[config.mk]
export PLATFORM = sky130hd
export DESIGN_NAME = regfile_ctx_engine
export DESIGN_NICKNAME = d
export VERILOG_FILES = /design/src/rtl/regfile_ctx_engine.sv
export SDC_FILE = /design/constraint.sdc
export NUM_CORES = 1
export LEC_CHECK = 0
export BUFFER_PORTS_ARGS = -buffer_cell sky130_fd_sc_hd__buf_2
export CAP_MARGIN = 25
export CORE_MARGIN = 1.5
export CORE_UTILIZATION = 33
export DETAILED_ROUTE_END_ITERATION = 10
export GPL_ROUTABILITY_DRIVEN = 0
export GPL_TIMING_DRIVEN = 0
export PLACE_DENSITY = 0.68
export SKIP_LAST_GASP = 1
export SYNTH_ARGS = -nofsm -noshare
export SYNTH_HDL_FRONTEND = slang
export SYNTH_SLANG_ARGS = --single-unit
[constraint.sdc]
create_clock -name clk -period 2.4 [get_ports clk]
set_input_delay 0.36 -clock clk [delete_from_list [all_inputs] [get_ports clk]]
set_output_delay 0.36 -clock clk [all_outputs]
set_load 0.005 [all_outputs]
[src/rtl/regfile_ctx_engine.sv]
// regfile_ctx_engine
//   Context save/restore sequencer and port arbiter sitting in front of the
//   byte-addressed register file. When idle, the core's read/write ports pass
//   straight through. A SAVE command streams registers first..last out one
//   byte at a time over a valid/ready port. A RESTORE command writes streamed-in
//   bytes into registers first..last. The core is stalled while the engine owns
//   the regfile.
//
// Ports
//   clk, reset                 clock, synchronous active-low reset
//   cmd_valid/cmd_ready        command handshake (ready only in IDLE)
//   cmd_op                     0 = SAVE, 1 = RESTORE
//   cmd_first/cmd_last         inclusive register index range
//   busy, done, err            status: engine owns regfile / completion pulse / reject pulse
//   core_a, core_b, core_write, core_write_word, core_d, core_Rd, core_stall
//                              core-side regfile ports
//   rf_a, rf_b, rf_write, rf_write_word, rf_d, rf_Rd, rf_Rb
//                              regfile-side ports (rf_Rb valid 1 cycle after rf_b)
//   out_valid/out_ready/out_data   SAVE byte stream
//   in_valid/in_ready/in_data      RESTORE byte stream
module regfile_ctx_engine #(
  parameter int NREGS = 32,
  parameter int AW    = 6
) (
  input  logic          clk,
  input  logic          reset,
  input  logic          cmd_valid,
  output logic          cmd_ready,
  input  logic          cmd_op,
  input  logic [AW-1:0] cmd_first,
  input  logic [AW-1:0] cmd_last,
  output logic          busy,
  output logic          done,
  output logic          err,
  input  logic [AW-1:0] core_a,
  input  logic [AW-1:0] core_b,
  input  logic          core_write,
  input  logic          core_write_word,
  input  logic [AW-1:0] core_d,
  input  logic [15:0]   core_Rd,
  output logic          core_stall,
  output logic [AW-1:0] rf_a,
  output logic [AW-1:0] rf_b,
  output logic          rf_write,
  output logic          rf_write_word,
  output logic [AW-1:0] rf_d,
  output logic [15:0]   rf_Rd,
  input  logic [7:0]    rf_Rb,
  output logic          out_valid,
  input  logic          out_ready,
  output logic [7:0]    out_data,
  input  logic          in_valid,
  output logic          in_ready,
  input  logic [7:0]    in_data
);

  typedef enum logic [2:0] {
    S_IDLE,
    S_DRAIN,
    S_SAVE_RD,
    S_SAVE_OUT,
    S_REST,
    S_DONE
  } state_t;

  localparam logic [AW-1:0] MAX_IDX = AW'(NREGS - 1);

  state_t        state_q, state_d;
  logic [AW-1:0] ptr_q, ptr_d;
  logic [AW-1:0] last_q, last_d;
  logic          op_q, op_d;
  logic          err_q, err_d;

  logic cmd_fire;
  logic cmd_legal;
  logic at_last;

  assign cmd_fire  = cmd_valid && cmd_ready;
  // Range is validated up front, so ptr never walks past MAX_IDX.
  assign cmd_legal = (cmd_first <= cmd_last) && (cmd_last <= MAX_IDX);
  assign at_last   = (ptr_q == last_q);

  // State register
  always_ff @(posedge clk) begin
    if (!reset) begin
      state_q <= S_IDLE;
      ptr_q   <= '0;
      last_q  <= '0;
      op_q    <= 1'b0;
      err_q   <= 1'b0;
    end else begin
      state_q <= state_d;
      ptr_q   <= ptr_d;
      last_q  <= last_d;
      op_q    <= op_d;
      err_q   <= err_d;
    end
  end

  // Next-state logic
  always_comb begin
    state_d = state_q;
    ptr_d   = ptr_q;
    last_d  = last_q;
    op_d    = op_q;
    err_d   = err_q;
    unique case (state_q)
      S_IDLE: begin
        if (cmd_fire) begin
          op_d    = cmd_op;
          last_d  = cmd_last;
          ptr_d   = cmd_first;
          err_d   = !cmd_legal;
          state_d = cmd_legal ? S_DRAIN : S_DONE;
        end
      end
      // One dead cycle so a core write from the accept cycle lands and the
      // regfile's forwarding path is flushed before the engine reads it.
      S_DRAIN:   state_d = op_q ? S_REST : S_SAVE_RD;
      S_SAVE_RD: state_d = S_SAVE_OUT;
      S_SAVE_OUT: begin
        if (out_ready) begin
          if (at_last) begin
            state_d = S_DONE;
          end else begin
            ptr_d   = ptr_q + 1'b1;
            state_d = S_SAVE_RD;
          end
        end
      end
      S_REST: begin
        if (in_valid) begin
          if (at_last) begin
            state_d = S_DONE;
          end else begin
            ptr_d = ptr_q + 1'b1;
          end
        end
      end
      S_DONE: begin
        err_d   = 1'b0;
        state_d = S_IDLE;
      end
      default: state_d = S_IDLE;
    endcase
  end

  // Output logic
  always_comb begin
    cmd_ready     = 1'b0;
    busy          = 1'b1;
    done          = 1'b0;
    err           = 1'b0;
    out_valid     = 1'b0;
    in_ready      = 1'b0;
    rf_a          = '0;
    rf_b          = '0;
    rf_write      = 1'b0;
    rf_write_word = 1'b0;
    rf_d          = '0;
    rf_Rd         = '0;
    unique case (state_q)
      S_IDLE: begin
        cmd_ready     = 1'b1;
        busy          = 1'b0;
        rf_a          = core_a;
        rf_b          = core_b;
        rf_write      = core_write;
        rf_write_word = core_write_word;
        rf_d          = core_d;
        rf_Rd         = core_Rd;
      end
      S_DRAIN: ;
      S_SAVE_RD: rf_b = ptr_q;
      // rf_b stays on ptr so rf_Rb (and out_data) is stable under backpressure.
      S_SAVE_OUT: begin
        rf_b      = ptr_q;
        out_valid = 1'b1;
      end
      S_REST: begin
        in_ready = 1'b1;
        rf_write = in_valid;
        rf_d     = ptr_q;
        rf_Rd    = {8'h00, in_data};
      end
      // A rejected command never touched the regfile, so it is not reported
      // as busy even while the done/err pulse is out.
      S_DONE: begin
        done = 1'b1;
        err  = err_q;
        busy = !err_q;
      end
      default: ;
    endcase
  end

  assign core_stall = busy;
  assign out_data   = rf_Rb;

endmodule

==> results.cfg, run 1 <==
[placement]
place_area_um2 = 2175
hpwlAfterDp_um = 4334
io_buffers = 111
dpl.cell_count = 370
place_ws_ns = -0.1335

[hold_path]
hp-class = in -> reg

[power]
irDropWorstVdd_uv = 339.5
p_total_mw = 2.189
leakagePower_nw = 1.202
power_density_nw_per_um2 = 983.9

[die]
coreArea_um2 = 4444
die_h_um = 71.62
rows = 24
num_io_pins = 121
die_x_um = 71.62
initial_core_util = 0.3497
die_area_um2 = 5129

[setup_path]
endpoint_kind = output pin
path_cells = clkbuf_1 -> nor3_2 -> clkbuf_2 -> a22o_1 -> buf_2
cp_slowest_stage_delay_ns = 0.41
cp_slowest_cell = clkbuf_2
worstSetupPathType = reg -> out
start_kind = register
worst_ep_required_time_ns = 2.04
worstPathArrival_ns = 1.87
cp_max_fo = 19

[route]
drtIter0Drc = 121
vias = 1927
ant_nets = 0
wl_per_cell_um = 14.09
drt_wl_total_um = 5254
vias_per_cell = 5.166
drc = 11
drtPass1Iterations = 9

[clock_tree]
path_clk_slew_ns = 0.06
h-tree-depth = 1
cts_buffers = 3
clockBufferDepth = 2
clk_latency_ns = 0.25
cts.root.buffer_cell = clkbuf_8
cts_hold_buf = 0
clkSinkCount = 17
cts_tree = built

[grt]
grt_pass1_vias = 1614
antenna_found_initial = 0
grt_pass1_wl_um = 8004
grt_max_degree = 20
grt_usage = 0.1945
grt-ovfl-total = 0

[final_layout]
syn_to_final_growth_pct = 43.16
final_util = 0.5006
drive_gt1_frac = 0.4330
multi_input_area_um2 = 1022
fillerInstances = 468
n_antenna_cell = 0
nNetsFinal = 399
regArea_um2 = 340.3
stdcell_count = 373
postLayoutCellArea_um2 = 2225

[synth]
synth_cell_types = 43
syn_avg_cell_area_um2 = 7.507
synth_top_area_share = 0.2190
ys_seq_area_frac = 0.2190
synth-edff-count = 0
netlist_area_um2 = 1554
syn_inst = 207
async_flop_share = 0
synthFlopType = dfxtp_1
ys_ff_latch = 17
ys_top_cells_by_area = dfxtp_1 22%, a22o_1 12%, and2_1 7.2%
ys.warnings.count = 0
syn_nets = 284
synth_top_cell_by_area = dfxtp_1

[sta]
min_period_ns = 2.233
max_freq_mhz = 447.9
finalCritPeriodShare = 0.9303
hold_viol_final = 0
fin_tns_setup_ns = 0
setup_viol = 0
hold_ws_ns = 0.3467
skew_ns = 0.004880
tightest_slew_ns = 0.5975
setup_slack_ns = 0.1672
rsz0062_at_grt = false
drv_slew = 0
slew_headroom = 0.5980

[outcome]
violations = design-rule violations
status = complete, but fails checks

[flow_run]
max-cap-violations = 0
## worst max-delay path: cells and delay by family (launching register included)
| family | cells | cell delay [ns] |
|---|---|---|
| AO/OA/AOI/OAI | 1 | 0.21 |
| AND/OR/NAND/NOR | 1 | 0.36 |
| buffers and inverters | 3 | 0.74 |
| flip-flops | 1 | 0.32 |
## cell families after synthesis
family / count (synthesis) / share of synthesized area
AND/OR/NAND/NOR: 73 / 0.2367
adder cells (fa/ha/maj): 7 / 0.05636
flip-flops: 17 / 0.2190
AO/OA/AOI/OAI: 65 / 0.3076
buffers and inverters: 36 / 0.1264
multiplexers: 3 / 0.02013
XOR/XNOR: 6 / 0.03382
## Yosys cell counts (all sizes together), types with 3 or more instances
library cell,instances
and2,18
xor2,6
buf,17
inv,9
ha,7
nor2b,3
dfxtp,17
o21ai,5
nand3,5
o32ai,3
a21oi,20
clkbuf,10
nor2,12
a22o,21
nand2,24
nor3,3
## final timing paths
check / start / end / slack (ns) / cells past startpoint
setup / recovery: state_q[0] / rf_Rd[3] / 0.17 / 5
hold / removal: cmd_op / op_q / 0.35 / 3
setup reg to reg: ptr_q[3] / ptr_q[1] / 0.32 / 7
hold reg to reg: last_q[4] / last_q[4] / 0.48 / 2
## flip-flops by register name, indices dropped and copies added (netlist names)
signal / flops
state_q: 3
ptr_q: 6
last_q: 6
err_q: 1
op_q: 1
## area by class of cell
cell class	instances	share of cell area
plain buffers	26	0.07255
clock buffers	3	0.01856
clock inverters	1	0.002250
inverters	9	0.01519
multi-input cells	154	0.4595
flip-flops and latches	17	0.1530
well taps	52	0.02925
repair buffers	111	0.2497
## cells in the final DEF (no fill, tap or decap), types with 2 or more instances in the layout
cell type  count
buf_6          3
nor2_1        12
a22o_1        21
xor2_1         6
o21ai_0        5
and2_1        18
nor3_1         2
o211ai_1       2
inv_1          9
clkbuf_8       3
clkbuf_1       8
nand2_1       24
o31a_1         2
ha_1           7
a21oi_1       20
o32ai_1        2
nor2b_1        3
nand3_1        5
dfxtp_1       17
nor3b_1        2
buf_4          9
mux2i_1        2
buf_2        116
## timing repair
action                                  4_1_cts  5_1_grt
buffers inserted                              0        0
gates resized for setup                       2        2
endpoints found under the setup margin       13        9
## routing by layer
metal / vias to the layer above / share of wire / global-route usage / wire length, um
met4: 0 / 0.0053 / 0.03774 / 28
met1: 869 / 0.41 / 0.2388 / 2141
met2: 91 / 0.50 / 0.3580 / 2621
li1: 963 / - / - / -
met5: - / 0 / 0 / 0
met3: 4 / 0.088 / 0.03094 / 464
## power by group
part	internal, mW	switching [mW]
Combinational	0.710	0.794
Clock	0.115	0.0982
Sequential	0.378	0.0943
Total	1.20	0.986
No activity file was read; power rests on OpenSTA's default activity.
==> run 2, diff against run 1 <==
==> constraint.sdc (replaced) <==
create_clock -name clk -period 2.4 [get_ports clk]
set_input_delay 0.36 -clock clk [delete_from_list [all_inputs] [get_ports clk]]
set_output_delay 0.36 -clock clk [all_outputs]
set_load 0.01 [all_outputs]
==> run 2 against run 1 <==
  * The run still ends with design-rule violations left
  * Largest power group unchanged
  * Worst setup slack got worse by 0.050 ns
  * Clock power about the same
  * Clock-buffer cell count did not move
  * Global-route usage unchanged
  * Register-to-register slack barely moved
==> results.cfg, run 2 (synthesis gave the netlist of run 1 again) <==
[sta]
setup_slack_ns = 0.1175
fin_tns_setup_ns = 0
skew_ns = 0.005346
setup_viol = 0
hold_viol_final = 0
finalCritPeriodShare = 0.9510
tightest_slew_ns = 0.5965
hold_ws_ns = 0.3453
min_period_ns = 2.282
slew_headroom = 0.5986
drv_slew = 0
max_freq_mhz = 438.1

[flow_run]
max-cap-violations = 0

[setup_path]
start_kind = register
worstSetupPathType = reg -> out
cp_max_fo = 19
endpoint_kind = output pin
worst_ep_required_time_ns = 2.04
worstPathArrival_ns = 1.92

[die]
die_h_um = 71.62
num_io_pins = 121
rows = 24
die_area_um2 = 5129
coreArea_um2 = 4444
die_x_um = 71.62
initial_core_util = 0.3497

[route]
drt_wl_total_um = 5282
drtPass1Iterations = 10
drc = 11
drtIter0Drc = 147
wl_per_cell_um = 14.16
ant_nets = 0
vias_per_cell = 5.150
vias = 1921

[final_layout]
syn_to_final_growth_pct = 43.64
stdcell_count = 373
postLayoutCellArea_um2 = 2232
nNetsFinal = 399
final_cell_mix = 115 x buf_2, 24 x nand2_1, 21 x a22o_1
n_antenna_cell = 0
final_util = 0.5023
top_regs = last_q x6, ptr_q x6, state_q x3
drive_gt1_frac = 0.4361
final_common_cell = buf_2
fillerInstances = 468

[clock_tree]
clkSinkCount = 17
cts_hold_buf = 0
h-tree-depth = 1
path_clk_slew_ns = 0.06
post_cts_buffers = 0
cts_tree = built
cts.root.buffer_cell = clkbuf_8
cts_buffers = 3
clockBufferDepth = 2
clk_latency_ns = 0.25

[placement]
hpwlAfterDp_um = 4334
place_area_um2 = 2175
place_ws_ns = -0.1513
dpl.cell_count = 370
io_buffers = 111

[grt]
grt_max_degree = 20
grt_usage = 0.1945
grt_pass1_wl_um = 8004
grt-ovfl-total = 0
antenna_found_initial = 0
grt_pass1_vias = 1614

[power]
p_total_mw = 2.316
irDropWorstVdd_uv = 343.7
leakagePower_nw = 1.205
power_density_nw_per_um2 = 1037

[outcome]
violations = design-rule violations
status = complete, but fails checks

[hold_path]
hp-class = in -> reg
run 2: worst paths after layout:
path              start        end  slack (ns)  depth (start not counted)
min reg2reg   last_q[4]  last_q[4]        0.47                          2
min              cmd_op       op_q        0.35                          3
max reg2reg  state_q[0]   ptr_q[5]        0.31                          8
max          state_q[0]   rf_Rd[3]        0.12                          5
run 2: worst max-delay path, cell delays in order (launching register included):
cell      delay, ns
dfxtp_1        0.32
clkbuf_1       0.22
nor3_2         0.37
clkbuf_2       0.42
a22o_1         0.21
buf_2          0.13
run 2: area by class of cell:
class,count,area [um2],area share
Buffer,26,163.9,0.07343
Inverter,9,33.78,0.01513
Clock inverter,1,5.005,0.002242
Multi-Input combinational cell,154,1027,0.4602
Sequential cell,17,340.3,0.1525
Clock buffer,3,41.29,0.01850
Tap cell,52,65.06,0.02915
Timing Repair Buffer,111,555.5,0.2489
run 2: where the power goes:
| group | internal, mW | switching (mW) |
|---|---|---|
| logic | 0.719 | 0.910 |
| registers | 0.378 | 0.0933 |
| clock network | 0.115 | 0.0997 |
run 2: timing repair:
item | in CTS | in global routing
endpoints found under the setup margin | 19 | 1
pin swaps | 0 | 0
resized for setup | 3 | 2
run 2: routing by layer:
layer	GRT usage	vias up	part of all wire
li1	-	961	-
met1	0.2388	865	0.41
met2	0.3580	89	0.50
met3	0.03094	6	0.084
met4	0.03774	0	0.0085
met5	0	-	0
==> run 3, diff against run 2 <==
--- a/config.mk
+++ b/config.mk
@@ -6,12 +6,11 @@
 export NUM_CORES = 1
 export LEC_CHECK = 0
 export BUFFER_PORTS_ARGS = -buffer_cell sky130_fd_sc_hd__buf_2
-export CAP_MARGIN = 25
 export CORE_MARGIN = 1.5
 export CORE_UTILIZATION = 33
 export DETAILED_ROUTE_END_ITERATION = 10
 export GPL_ROUTABILITY_DRIVEN = 0
-export GPL_TIMING_DRIVEN = 0
+export GPL_TIMING_DRIVEN = 1
 export PLACE_DENSITY = 0.68
 export SKIP_LAST_GASP = 1
 export SYNTH_ARGS = -nofsm -noshare
==> run 3 against run 2 <==
  * The flow still finishes with violations (design-rule violations)
  * Die area did not move
  * Routed wire length is 3.6% lower
  * Critical path depth is 1 lower
  * Clock-buffer cell count is the same
  * Final cell count decreased by 7.5%
  * Sequential power grew 14%
  * Largest cell class unchanged
  * Register-to-register slack better by 0.02 ns
==> results.cfg, run 3 (synthesis gave the netlist of run 1 again) <==
[grt]
grt-ovfl-total = 0
grt_pass1_vias = 1690
grt_max_degree = 29
grt_pass1_wl_um = 7990
grt_usage = 0.1977
antenna_found_initial = 0

[sta]
hold_ws_ns = 0.3468
drv_slew = 0
skew_ns = 0.004592
rsz0062_at_grt = false
tightest_slew_ns = 0.5482
max_freq_mhz = 475.8
finalCritPeriodShare = 0.8756
hold_viol_final = 0
fin_tns_setup_ns = 0
setup_viol = 0
min_period_ns = 2.102
slew_headroom = 0.6332

[final_layout]
final_cell_mix = 104 x buf_2, 24 x nand2_1, 21 x a22o_1
fillerInstances = 476
final_common_cell = buf_2
postLayoutCellArea_um2 = 2071
drive_gt1_frac = 0.4096
nNetsFinal = 371
regArea_um2 = 340.3
syn_to_final_growth_pct = 33.25
multi_input_area_um2 = 1027
n_antenna_cell = 0
top_regs = last_q x6, ptr_q x6, state_q x3

[power]
power_density_nw_per_um2 = 1087
leakagePower_nw = 1.101
irDropWorstVdd_uv = 360.4

[clock_tree]
clk_latency_ns = 0.26
cts.root.buffer_cell = clkbuf_8
post_cts_buffers = 0
post_cts_resize_count = 0
h-tree-depth = 1
cts_hold_buf = 0
cts_tree = built
cts_buffers = 3
clockBufferDepth = 2
clkSinkCount = 17
path_clk_slew_ns = 0.07

[hold_path]
min_to = last_q[3]
min_path_cells = 3
hp-class = in -> reg
min_from = cmd_last[3]

[die]
die_h_um = 71.62
coreArea_um2 = 4444
initial_core_util = 0.3497
die_x_um = 71.62
num_io_pins = 121
rows = 24
die_area_um2 = 5129

[placement]
io_buffers = 104
place_area_um2 = 2024
hpwlAfterDp_um = 4176

[route]
drtIter0Drc = 183
drtPass1Iterations = 9
ant_nets = 0
vias_per_cell = 5.275
vias = 1820
drc = 12
drt_wl_total_um = 5092
wl_per_cell_um = 14.76

[outcome]
status = complete, but fails checks
violations = design-rule violations

[setup_path]
cp_max_fo = 10
worst_ep_required_time_ns = 2.04
crit_start = state_q[1]
ff2ff_path_depth = 5
worstSetupPathType = reg -> out
worstPathArrival_ns = 1.74
r2r_start = state_q[0]
r2r_end = ptr_q[0]
start_kind = register
rrSetupSlack_ns = 0.33
endpoint_kind = output pin

[flow_run]
max-cap-violations = 0
[run 3: cell types whose count changed in the layout (fill, tap and decap cells not counted)]
cell	change
clkbuf_1	-8
buf_4	-4
clkbuf_4	-1
buf_6	-3
clkbuf_2	-1
buf_2	-11
[run 3: worst max path at each step]
stage	endpoint	slack, ns	cells past startpoint
6_report	rf_b[5]	0.30	4
5_1_grt	rf_b[5]	0.16	4
4_1_cts	rf_b[5]	0.32	4
3_5_place_dp	ptr_q[0]	0.36	5
3_3_place_gp	ptr_q[0]	0.40	5
2_1_floorplan	rf_Rd[0]	0.42	5
[run 3: per-stage QoR]
| step | setup slack, ns | util | instances | power [mW] |
|---|---|---|---|---|
| after global routing | 0.1605 | 0.4659 | 345 | 2.439 |
| after detailed placement | 0.3606 | 0.4555 | 341 | 2.028 |
| after CTS | 0.3191 | 0.4659 | 345 | 2.252 |
| after global placement | 0.3998 | 0.4555 | 341 | 2.020 |
| after floorplan | 0.4237 | - | 207 | 1.551 |
| final | 0.2985 | 0.4659 | 345 | 2.251 |
[run 3: worst max-delay path, cell delays in order, from the launching register on]
cell and delay (ns):
dfxtp_1 0.52, inv_1 0.12, nor2_1 0.46, a22o_1 0.25, buf_2 0.13
[run 3: per-layer routing]
layer / share of wire / routed length, um / vias up / GRT usage
li1: - / - / 899 / -
met1: 0.42 / 2152 / 826 / 0.2459
met2: 0.49 / 2488 / 88 / 0.3508
met3: 0.076 / 385 / 7 / 0.02813
met4: 0.013 / 65 / 0 / 0.06289
met5: 0 / 0 / - / 0
[run 3: power by group]
part | internal [mW] | leakage [nW] | switching [mW]
registers | 0.378 | 0.140 | 0.160
logic | 0.681 | 0.936 | 0.807
clock network | 0.116 | 0.0255 | 0.109
[run 3: area by class of cell]
cell class,instances,area share
multi-input cells,154,0.4961
inverters,9,0.01631
well taps,52,0.03142
clock inverters,1,0.002417
clock buffers,3,0.01994
repair buffers,109,0.2695
flip-flops and latches,17,0.1643
